<file path="config.mk">
export PLATFORM = sky130hd
export DESIGN_NAME = ysyx_25020037_ifu_pf_flat
export DESIGN_NICKNAME = d
export VERILOG_FILES = /design/src/rtl/ysyx_25020037_ifu_pf_if.sv /design/src/rtl/ysyx_25020037_ifu_pf.sv /design/src/flat_wrapper.sv
export SDC_FILE = /design/constraint.sdc
export NUM_CORES = 1
export LEC_CHECK = 0
export ABC_AREA = 0
export BUFFER_PORTS_ARGS = -buffer_cell sky130_fd_sc_hd__buf_2
export CAP_MARGIN = 15
export CORE_UTILIZATION = 25
export CTS_BUF_LIST = sky130_fd_sc_hd__clkbuf_4 sky130_fd_sc_hd__clkbuf_8
export DETAILED_ROUTE_END_ITERATION = 12
export GPL_ROUTABILITY_DRIVEN = 0
export PLACE_DENSITY = 0.53
export SLEW_MARGIN = 20
export SYNTH_ARGS = -nofsm -noshare
export SYNTH_HDL_FRONTEND = slang
export SYNTH_SLANG_ARGS = --single-unit
</file>
<file path="constraint.sdc">
create_clock -name clk -period 24.8 [get_ports clk]
set_input_delay 2.48 -clock clk [delete_from_list [all_inputs] [get_ports clk]]
set_output_delay 2.48 -clock clk [all_outputs]
set_load 0.02 [all_outputs]
</file>
<file path="src/rtl/ysyx_25020037_ifu_pf_if.sv">
// Bundle between the prefetching IFU and its surroundings: redirect, IDU queue port,
// I-cache lookup/refill, and the AXI4-Lite read channels.
interface ysyx_25020037_ifu_pf_if #(
    parameter int ADDR_W = 32,
    parameter int INST_W = 32
);
    logic              redirect_valid;
    logic [ADDR_W-1:0] redirect_pc;
    logic              out_valid;
    logic              out_ready;
    logic [ADDR_W-1:0] out_pc;
    logic [INST_W-1:0] out_inst;
    logic              out_fault;
    logic              ic_req;
    logic [ADDR_W-1:0] ic_addr;
    logic              ic_hit;
    logic [INST_W-1:0] ic_data;
    logic              ic_fill;
    logic [ADDR_W-1:0] ic_fill_addr;
    logic [INST_W-1:0] ic_fill_data;
    logic [ADDR_W-1:0] araddr;
    logic              arvalid;
    logic              arready;
    logic [INST_W-1:0] rdata;
    logic [1:0]        rresp;
    logic              rvalid;
    logic              rready;

    // The IFU is the master of this bundle.
    modport master (
        input  redirect_valid, redirect_pc, out_ready, ic_hit, ic_data,
               arready, rdata, rresp, rvalid,
        output out_valid, out_pc, out_inst, out_fault, ic_req, ic_addr,
               ic_fill, ic_fill_addr, ic_fill_data, araddr, arvalid, rready
    );

    modport slave (
        output redirect_valid, redirect_pc, out_ready, ic_hit, ic_data,
               arready, rdata, rresp, rvalid,
        input  out_valid, out_pc, out_inst, out_fault, ic_req, ic_addr,
               ic_fill, ic_fill_addr, ic_fill_data, araddr, arvalid, rready
    );
endinterface

</file>
<file path="src/rtl/ysyx_25020037_ifu_pf.sv">
// Prefetching fetch unit: sequential PC walk, I-cache lookup, AXI4-Lite miss path
// with cache refill, and a small fetch queue towards the IDU.
module ysyx_25020037_ifu_pf #(
    parameter int                ADDR_W   = 32,
    parameter int                INST_W   = 32,
    parameter int                FQ_DEPTH = 4,
    parameter logic [ADDR_W-1:0] RESET_PC = ADDR_W'(32'h8000_0000)
) (
    input  logic                    clk,
    input  logic                    rst,
    ysyx_25020037_ifu_pf_if.master  bus
);
    localparam int PTR_W = $clog2(FQ_DEPTH);
    localparam int CNT_W = PTR_W + 1;
    localparam logic [CNT_W-1:0] FULL = CNT_W'(FQ_DEPTH);

    typedef enum logic [2:0] {IDLE, LOOKUP, AR, R, DROP, HALT} state_t;

    state_t            state, state_next;
    logic [ADDR_W-1:0] fetch_pc, pc_next;
    logic              drop_pending, drop_next;
    logic [ADDR_W-1:0] araddr_q;
    logic              arvalid_q, rready_q;
    logic              fill_q;
    logic [ADDR_W-1:0] fill_addr_q;
    logic [INST_W-1:0] fill_data_q;

    logic [ADDR_W-1:0] pc_buf    [FQ_DEPTH];
    logic [INST_W-1:0] inst_buf  [FQ_DEPTH];
    logic              fault_buf [FQ_DEPTH];
    logic [PTR_W-1:0]  wr_ptr, rd_ptr;
    logic [CNT_W-1:0]  count;

    logic              ic_req, ar_load, fill_set;
    logic [ADDR_W-1:0] ic_addr;
    logic              push, push_fault, pop;
    logic [INST_W-1:0] push_inst;

    assign pop = (count != '0) && bus.out_ready && !bus.redirect_valid;

    always_comb begin
        state_next = state;
        pc_next    = fetch_pc;
        drop_next  = drop_pending;
        ic_req     = 1'b0;
        ic_addr    = fetch_pc;
        ar_load    = 1'b0;
        fill_set   = 1'b0;
        push       = 1'b0;
        push_fault = 1'b0;
        push_inst  = bus.ic_data;
        case (state)
            IDLE: begin
                if (!bus.redirect_valid && !rst && count < FULL) begin
                    ic_req     = 1'b1;
                    state_next = LOOKUP;
                end
            end
            LOOKUP: begin
                if (bus.redirect_valid) begin
                    state_next = IDLE;
                end else if (bus.ic_hit) begin
                    push    = 1'b1;
                    pc_next = fetch_pc + ADDR_W'(4);
                    ic_addr = pc_next;
                    // Back-to-back lookups only while the push leaves room.
                    if ((count + CNT_W'(1)) < FULL) begin
                        ic_req = 1'b1;
                    end else begin
                        state_next = IDLE;
                    end
                end else begin
                    ar_load    = 1'b1;
                    state_next = AR;
                end
            end
            AR: begin
                if (bus.redirect_valid) drop_next = 1'b1;
                // A flushed read must still complete its address beat and be drained.
                if (bus.arready) begin
                    state_next = (bus.redirect_valid || drop_pending) ? DROP : R;
                    drop_next  = 1'b0;
                end
            end
            R: begin
                if (bus.rvalid) begin
                    if (bus.redirect_valid) begin
                        state_next = IDLE;
                    end else if (bus.rresp == 2'b00) begin
                        push       = 1'b1;
                        push_inst  = bus.rdata;
                        fill_set   = 1'b1;
                        pc_next    = fetch_pc + ADDR_W'(4);
                        state_next = IDLE;
                    end else begin
                        push       = 1'b1;
                        push_inst  = bus.rdata;
                        push_fault = 1'b1;
                        state_next = HALT;
                    end
                end else if (bus.redirect_valid) begin
                    state_next = DROP;
                end
            end
            DROP: begin
                if (bus.rvalid) state_next = IDLE;
            end
            HALT: begin
                if (bus.redirect_valid) state_next = IDLE;
            end
            default: state_next = IDLE;
        endcase
        if (bus.redirect_valid) pc_next = bus.redirect_pc;
    end

    always_ff @(posedge clk or posedge rst) begin
        if (rst) begin
            state        <= IDLE;
            fetch_pc     <= RESET_PC;
            drop_pending <= 1'b0;
            araddr_q     <= '0;
            arvalid_q    <= 1'b0;
            rready_q     <= 1'b0;
            fill_q       <= 1'b0;
            fill_addr_q  <= '0;
            fill_data_q  <= '0;
        end else begin
            state        <= state_next;
            fetch_pc     <= pc_next;
            drop_pending <= drop_next;
            if (ar_load) araddr_q <= fetch_pc;
            arvalid_q    <= (state_next == AR);
            rready_q     <= (state_next == R) || (state_next == DROP);
            fill_q       <= fill_set;
            if (fill_set) begin
                fill_addr_q <= fetch_pc;
                fill_data_q <= bus.rdata;
            end
        end
    end

    // Redirect empties the queue outright, overriding any same-cycle push or pop.
    always_ff @(posedge clk or posedge rst) begin
        if (rst) begin
            wr_ptr <= '0;
            rd_ptr <= '0;
            count  <= '0;
            for (int i = 0; i < FQ_DEPTH; i++) begin
                pc_buf[i]    <= '0;
                inst_buf[i]  <= '0;
                fault_buf[i] <= 1'b0;
            end
        end else if (bus.redirect_valid) begin
            wr_ptr <= '0;
            rd_ptr <= '0;
            count  <= '0;
        end else begin
            if (push) begin
                pc_buf[wr_ptr]    <= fetch_pc;
                inst_buf[wr_ptr]  <= push_inst;
                fault_buf[wr_ptr] <= push_fault;
                wr_ptr            <= wr_ptr + PTR_W'(1);
            end
            if (pop) rd_ptr <= rd_ptr + PTR_W'(1);
            case ({push, pop})
                2'b10:   count <= count + CNT_W'(1);
                2'b01:   count <= count - CNT_W'(1);
                default: count <= count;
            endcase
        end
    end

    assign bus.out_valid    = (count != '0);
    assign bus.out_pc       = pc_buf[rd_ptr];
    assign bus.out_inst     = inst_buf[rd_ptr];
    assign bus.out_fault    = fault_buf[rd_ptr];
    assign bus.ic_req       = ic_req;
    assign bus.ic_addr      = ic_addr;
    assign bus.ic_fill      = fill_q;
    assign bus.ic_fill_addr = fill_addr_q;
    assign bus.ic_fill_data = fill_data_q;
    assign bus.araddr       = araddr_q;
    assign bus.arvalid      = arvalid_q;
    assign bus.rready       = rready_q;
endmodule

</file>
<file path="src/flat_wrapper.sv">
// flat-port wrapper written by rule: the top's interface ports become plain ports
module ysyx_25020037_ifu_pf_flat 
#(
    parameter int                ADDR_W   = 32,
    parameter int                INST_W   = 32,
    parameter int                FQ_DEPTH = 4,
    parameter logic [ADDR_W-1:0] RESET_PC = ADDR_W'(32'h8000_0000)
)
  (clk, rst, bus_redirect_valid, bus_redirect_pc, bus_out_ready, bus_ic_hit, bus_ic_data, bus_arready, bus_rdata, bus_rresp, bus_rvalid, bus_out_valid, bus_out_pc, bus_out_inst, bus_out_fault, bus_ic_req, bus_ic_addr, bus_ic_fill, bus_ic_fill_addr, bus_ic_fill_data, bus_araddr, bus_arvalid, bus_rready);
  ysyx_25020037_ifu_pf_if #(.ADDR_W(ADDR_W), .INST_W(INST_W)) bus_i ();
  input  logic clk;
  input  logic rst;
  input wire logic [$bits(bus_i.redirect_valid)-1:0] bus_redirect_valid;
  input wire logic [$bits(bus_i.redirect_pc)-1:0] bus_redirect_pc;
  input wire logic [$bits(bus_i.out_ready)-1:0] bus_out_ready;
  input wire logic [$bits(bus_i.ic_hit)-1:0] bus_ic_hit;
  input wire logic [$bits(bus_i.ic_data)-1:0] bus_ic_data;
  input wire logic [$bits(bus_i.arready)-1:0] bus_arready;
  input wire logic [$bits(bus_i.rdata)-1:0] bus_rdata;
  input wire logic [$bits(bus_i.rresp)-1:0] bus_rresp;
  input wire logic [$bits(bus_i.rvalid)-1:0] bus_rvalid;
  output wire logic [$bits(bus_i.out_valid)-1:0] bus_out_valid;
  output wire logic [$bits(bus_i.out_pc)-1:0] bus_out_pc;
  output wire logic [$bits(bus_i.out_inst)-1:0] bus_out_inst;
  output wire logic [$bits(bus_i.out_fault)-1:0] bus_out_fault;
  output wire logic [$bits(bus_i.ic_req)-1:0] bus_ic_req;
  output wire logic [$bits(bus_i.ic_addr)-1:0] bus_ic_addr;
  output wire logic [$bits(bus_i.ic_fill)-1:0] bus_ic_fill;
  output wire logic [$bits(bus_i.ic_fill_addr)-1:0] bus_ic_fill_addr;
  output wire logic [$bits(bus_i.ic_fill_data)-1:0] bus_ic_fill_data;
  output wire logic [$bits(bus_i.araddr)-1:0] bus_araddr;
  output wire logic [$bits(bus_i.arvalid)-1:0] bus_arvalid;
  output wire logic [$bits(bus_i.rready)-1:0] bus_rready;
  assign bus_i.redirect_valid = bus_redirect_valid;
  assign bus_i.redirect_pc = bus_redirect_pc;
  assign bus_i.out_ready = bus_out_ready;
  assign bus_i.ic_hit = bus_ic_hit;
  assign bus_i.ic_data = bus_ic_data;
  assign bus_i.arready = bus_arready;
  assign bus_i.rdata = bus_rdata;
  assign bus_i.rresp = bus_rresp;
  assign bus_i.rvalid = bus_rvalid;
  assign bus_out_valid = bus_i.out_valid;
  assign bus_out_pc = bus_i.out_pc;
  assign bus_out_inst = bus_i.out_inst;
  assign bus_out_fault = bus_i.out_fault;
  assign bus_ic_req = bus_i.ic_req;
  assign bus_ic_addr = bus_i.ic_addr;
  assign bus_ic_fill = bus_i.ic_fill;
  assign bus_ic_fill_addr = bus_i.ic_fill_addr;
  assign bus_ic_fill_data = bus_i.ic_fill_data;
  assign bus_araddr = bus_i.araddr;
  assign bus_arvalid = bus_i.arvalid;
  assign bus_rready = bus_i.rready;
  ysyx_25020037_ifu_pf #(.ADDR_W(ADDR_W), .INST_W(INST_W), .FQ_DEPTH(FQ_DEPTH), .RESET_PC(RESET_PC)) u_core (.clk(clk), .rst(rst), .bus(bus_i));
endmodule
</file>
==> results.txt <==
# port buffers: 302
Final Hold Viols: 0
#FFs+latches synth: 402
Slew HR: 21.7%
slowest CP cell: and3_1
Yosys warning count: 0
Worst-Skew Late Latency: 0.67 ns
vias in the first global route: 13900
Int Pwr: 1.57 mW
Clock Tree Buf Depth: 3
Post-Syn Instances: 1477
CTS buffer count: 79
RR Endpoint: u_core.pc_buf[65]
hold buffers post-CTS: 0
drt drc: 0
DIE HEIGHT: 272 um
minimum clock period: 7.13 ns
Setup violations, final: 0
worst-path cell chain: buf_2 > buf_4 > nor2b_1 > and3_1 > nand3_1 > nor2_1 > xor2_1 > buf_2
top_reg_cell synth: dfrtp_1
H-tree depth: 3
Die Area: 73900 um2
clock root cell: clkbuf_8
DR iter-0 viols: 679
status: finished, final reports clean
syn_nets: 1590
CTS Sinks: 402
final hold slack: 0.473 ns
Post-synth ARST share: 100%
Hold Path Origin: u_core.inst_buf[124]
critical path's most frequent cell: buf_2
Clock power frac: 29.7%
grt ovf: 0
peak supply drop: 0.0447 mV
Sw Pwr: 883 uW
First-pass DRT Iterations: 5
WL/cell: 19.8 um
Fin Clk Skew: 0.0392 ns
crit-path max FO: 59
Mapped Area: 18200 um2
fin crit share: 28.7%
RSZ-0062 raised after global routing: false
area growth from synthesis to final layout: 22.2%
Max stage delay on crit path: 0.74 ns
clk slew on worst S/H paths: 0.06 ns
Routed WL: 54800 um
fmax: 0.140 GHz
Routed Antenna Nets: 0
starting density of the core: 25.4%
core area: 71700 um2
R2R depth: 5
Worst R2R Start: u_core.state[0]
setup TNS: 0 ns
reg-to-reg slack, setup: 21.55 ns
post-synth cell types: 68
die width: 272 um
via count: 13000
worst-margin pin slew: 1.17 ns
Crit path required time: 22.32 ns
Vias/cell: 4.68
Post-CTS Setup Bufs: 0
CP Launch Type: input pin
Switching Share: 36.0%
Static Leakage: 10.5 nW
initial antenna violation count: 4
most common library cell in the layout ignoring fill and taps: dfrtp_1
EDFF count, synth: 0
Mean Syn Cell Area: 12.3 um2
critical path endpoint category: primary output
Rows: 98
largest net degree at the start of global routing: 167
layout cells sized above 1: 39.6%
Final HPWL DP: 36600 um
Hold Crit Class: reg2reg
Combinational Power Share: 31.5%
Worst Hold Path EP: u_core.inst_buf[124]
post-CTS resize count: 0
global-route wire length before repair: 84500 um
WP data arrival: 4.65 ns
register share of total power: 38.8%
I/O pins: 303
number of cells on the worst hold path: 2
CTS tree: yes
WS Path Type: in2out
sequential-to-total area share from yosys stat: 55.3%
max-cap violation count: 0
# nets final: 1868
commonest non-fill, non-tap cells in the layout: dfrtp_1 (399), buf_2 (302), nand2_1 (216), o21ai_0 (190), mux2_2 (153)
power density over cell area: 110 nW/um2
Tot GR Track Use: 15.0%
Final Max Tran Viols: 0
[cell type report]
cell class                      instances  area (um2)
Fill cell                            7305       49500
Sequential cell                       402       10100
Multi-Input combinational cell        933        7490
Timing Repair Buffer                  319        1660
Clock buffer                          122        1540
Tap cell                              950        1190
Clock inverter                         20         196
Inverter                               20        82.6
Antenna cell                            3        7.51
[per-layer routing]
metal / vias up / GRT usage [%] / wire length [um]
li1: 5820 / - / -
met1: 6582 / 19.0 / 23700
met2: 449 / 24.1 / 25600
met3: 102 / 4.19 / 3890
met4: 4 / 5.85 / 1500
met5: - / 0 / 30
[synthesized netlist by cell type, types with 5 or more instances]
master / n / area share [%]
mux4_2: 65 / 8.0
mux2_2: 153 / 9.5
xnor2_1: 27 / 1.3
ha_1: 8 / 0.55
mux2i_1: 34 / 1.9
xor2_1: 14 / 0.67
nor2_1: 37 / 0.76
o22ai_1: 6 / 0.21
o21ai_0: 190 / 5.2
and3_1: 8 / 0.28
nand4_1: 13 / 0.45
buf_4: 12 / 0.50
dfrtp_1: 401 / 55
buf_2: 34 / 0.94
a311oi_1: 9 / 0.43
clkbuf_1: 61 / 1.3
nor3_1: 5 / 0.14
nand3_1: 21 / 0.58
buf_1: 5 / 0.10
buf_6: 7 / 0.43
a21oi_1: 13 / 0.36
mux2_1: 12 / 0.74
inv_1: 19 / 0.39
nand2_1: 219 / 4.5
mux2_4: 24 / 2.0
[metrics by stage]
step | instance area, um2 | cells | worst slack, ns | total power, mW | util (%)
after floorplan | 18200 | 1477 | 11.14 | 1.46 | -
after global placement | 20500 | 2624 | 17.69 | 1.72 | 28.6
final | 22200 | 2769 | 17.67 | 2.45 | 31.0
after CTS | 22200 | 2766 | 17.63 | 2.50 | 31.0
after global routing | 22200 | 2766 | 17.46 | 2.60 | 31.0
after detailed placement | 20500 | 2624 | 17.64 | 1.75 | 28.6
[worst max-delay path by stage]
stage,startpoint,depth (start not counted),end
6_report,bus_redirect_valid,8,bus_ic_addr[16]
3_3_place_gp,bus_redirect_valid,8,bus_ic_addr[16]
2_1_floorplan,rst,1,u_core.bus.araddr[0]
4_1_cts,bus_redirect_valid,8,bus_ic_addr[16]
5_1_grt,bus_redirect_valid,8,bus_ic_addr[20]
3_5_place_dp,bus_redirect_valid,8,bus_ic_addr[30]
[logic make-up after synthesis]
kind of cell    share of synthesized area (%)
flops                                    55.3
simple gates                             8.13
mux                                      22.1
compound gates                           8.24
buf+inv                                  3.72
xor+xnor                                 1.97
fa+ha+maj                               0.550
[flip-flops by register name (all words and copies together) (netlist names), 3 cells and up]
name,count
u_core.pc_buf,128
u_core.bus.araddr,32
u_core.fault_buf,4
u_core.fetch_pc,32
u_core.state,3
u_core.inst_buf,128
u_core.bus.ic_fill_data,32
u_core.bus.ic_fill_addr,32
u_core.count,3
[power by group through the flow]
stage | logic [mW] | registers, mW | clock network (mW)
2_1_floorplan | 0.511 | 0.951 | 0
3_3_place_gp | 0.773 | 0.951 | 0
3_5_place_dp | 0.786 | 0.963 | 0
4_1_cts | 0.788 | 0.954 | 0.760
5_1_grt | 0.835 | 0.978 | 0.790
6_report | 0.772 | 0.951 | 0.728
[worst max-delay path, delay by kind of cell]
family	cells	cell delay (ns)
xor+xnor	1	0.15
simple gates	4	1.42
buf+inv	3	0.59
Power figures use the tool's default switching activity.
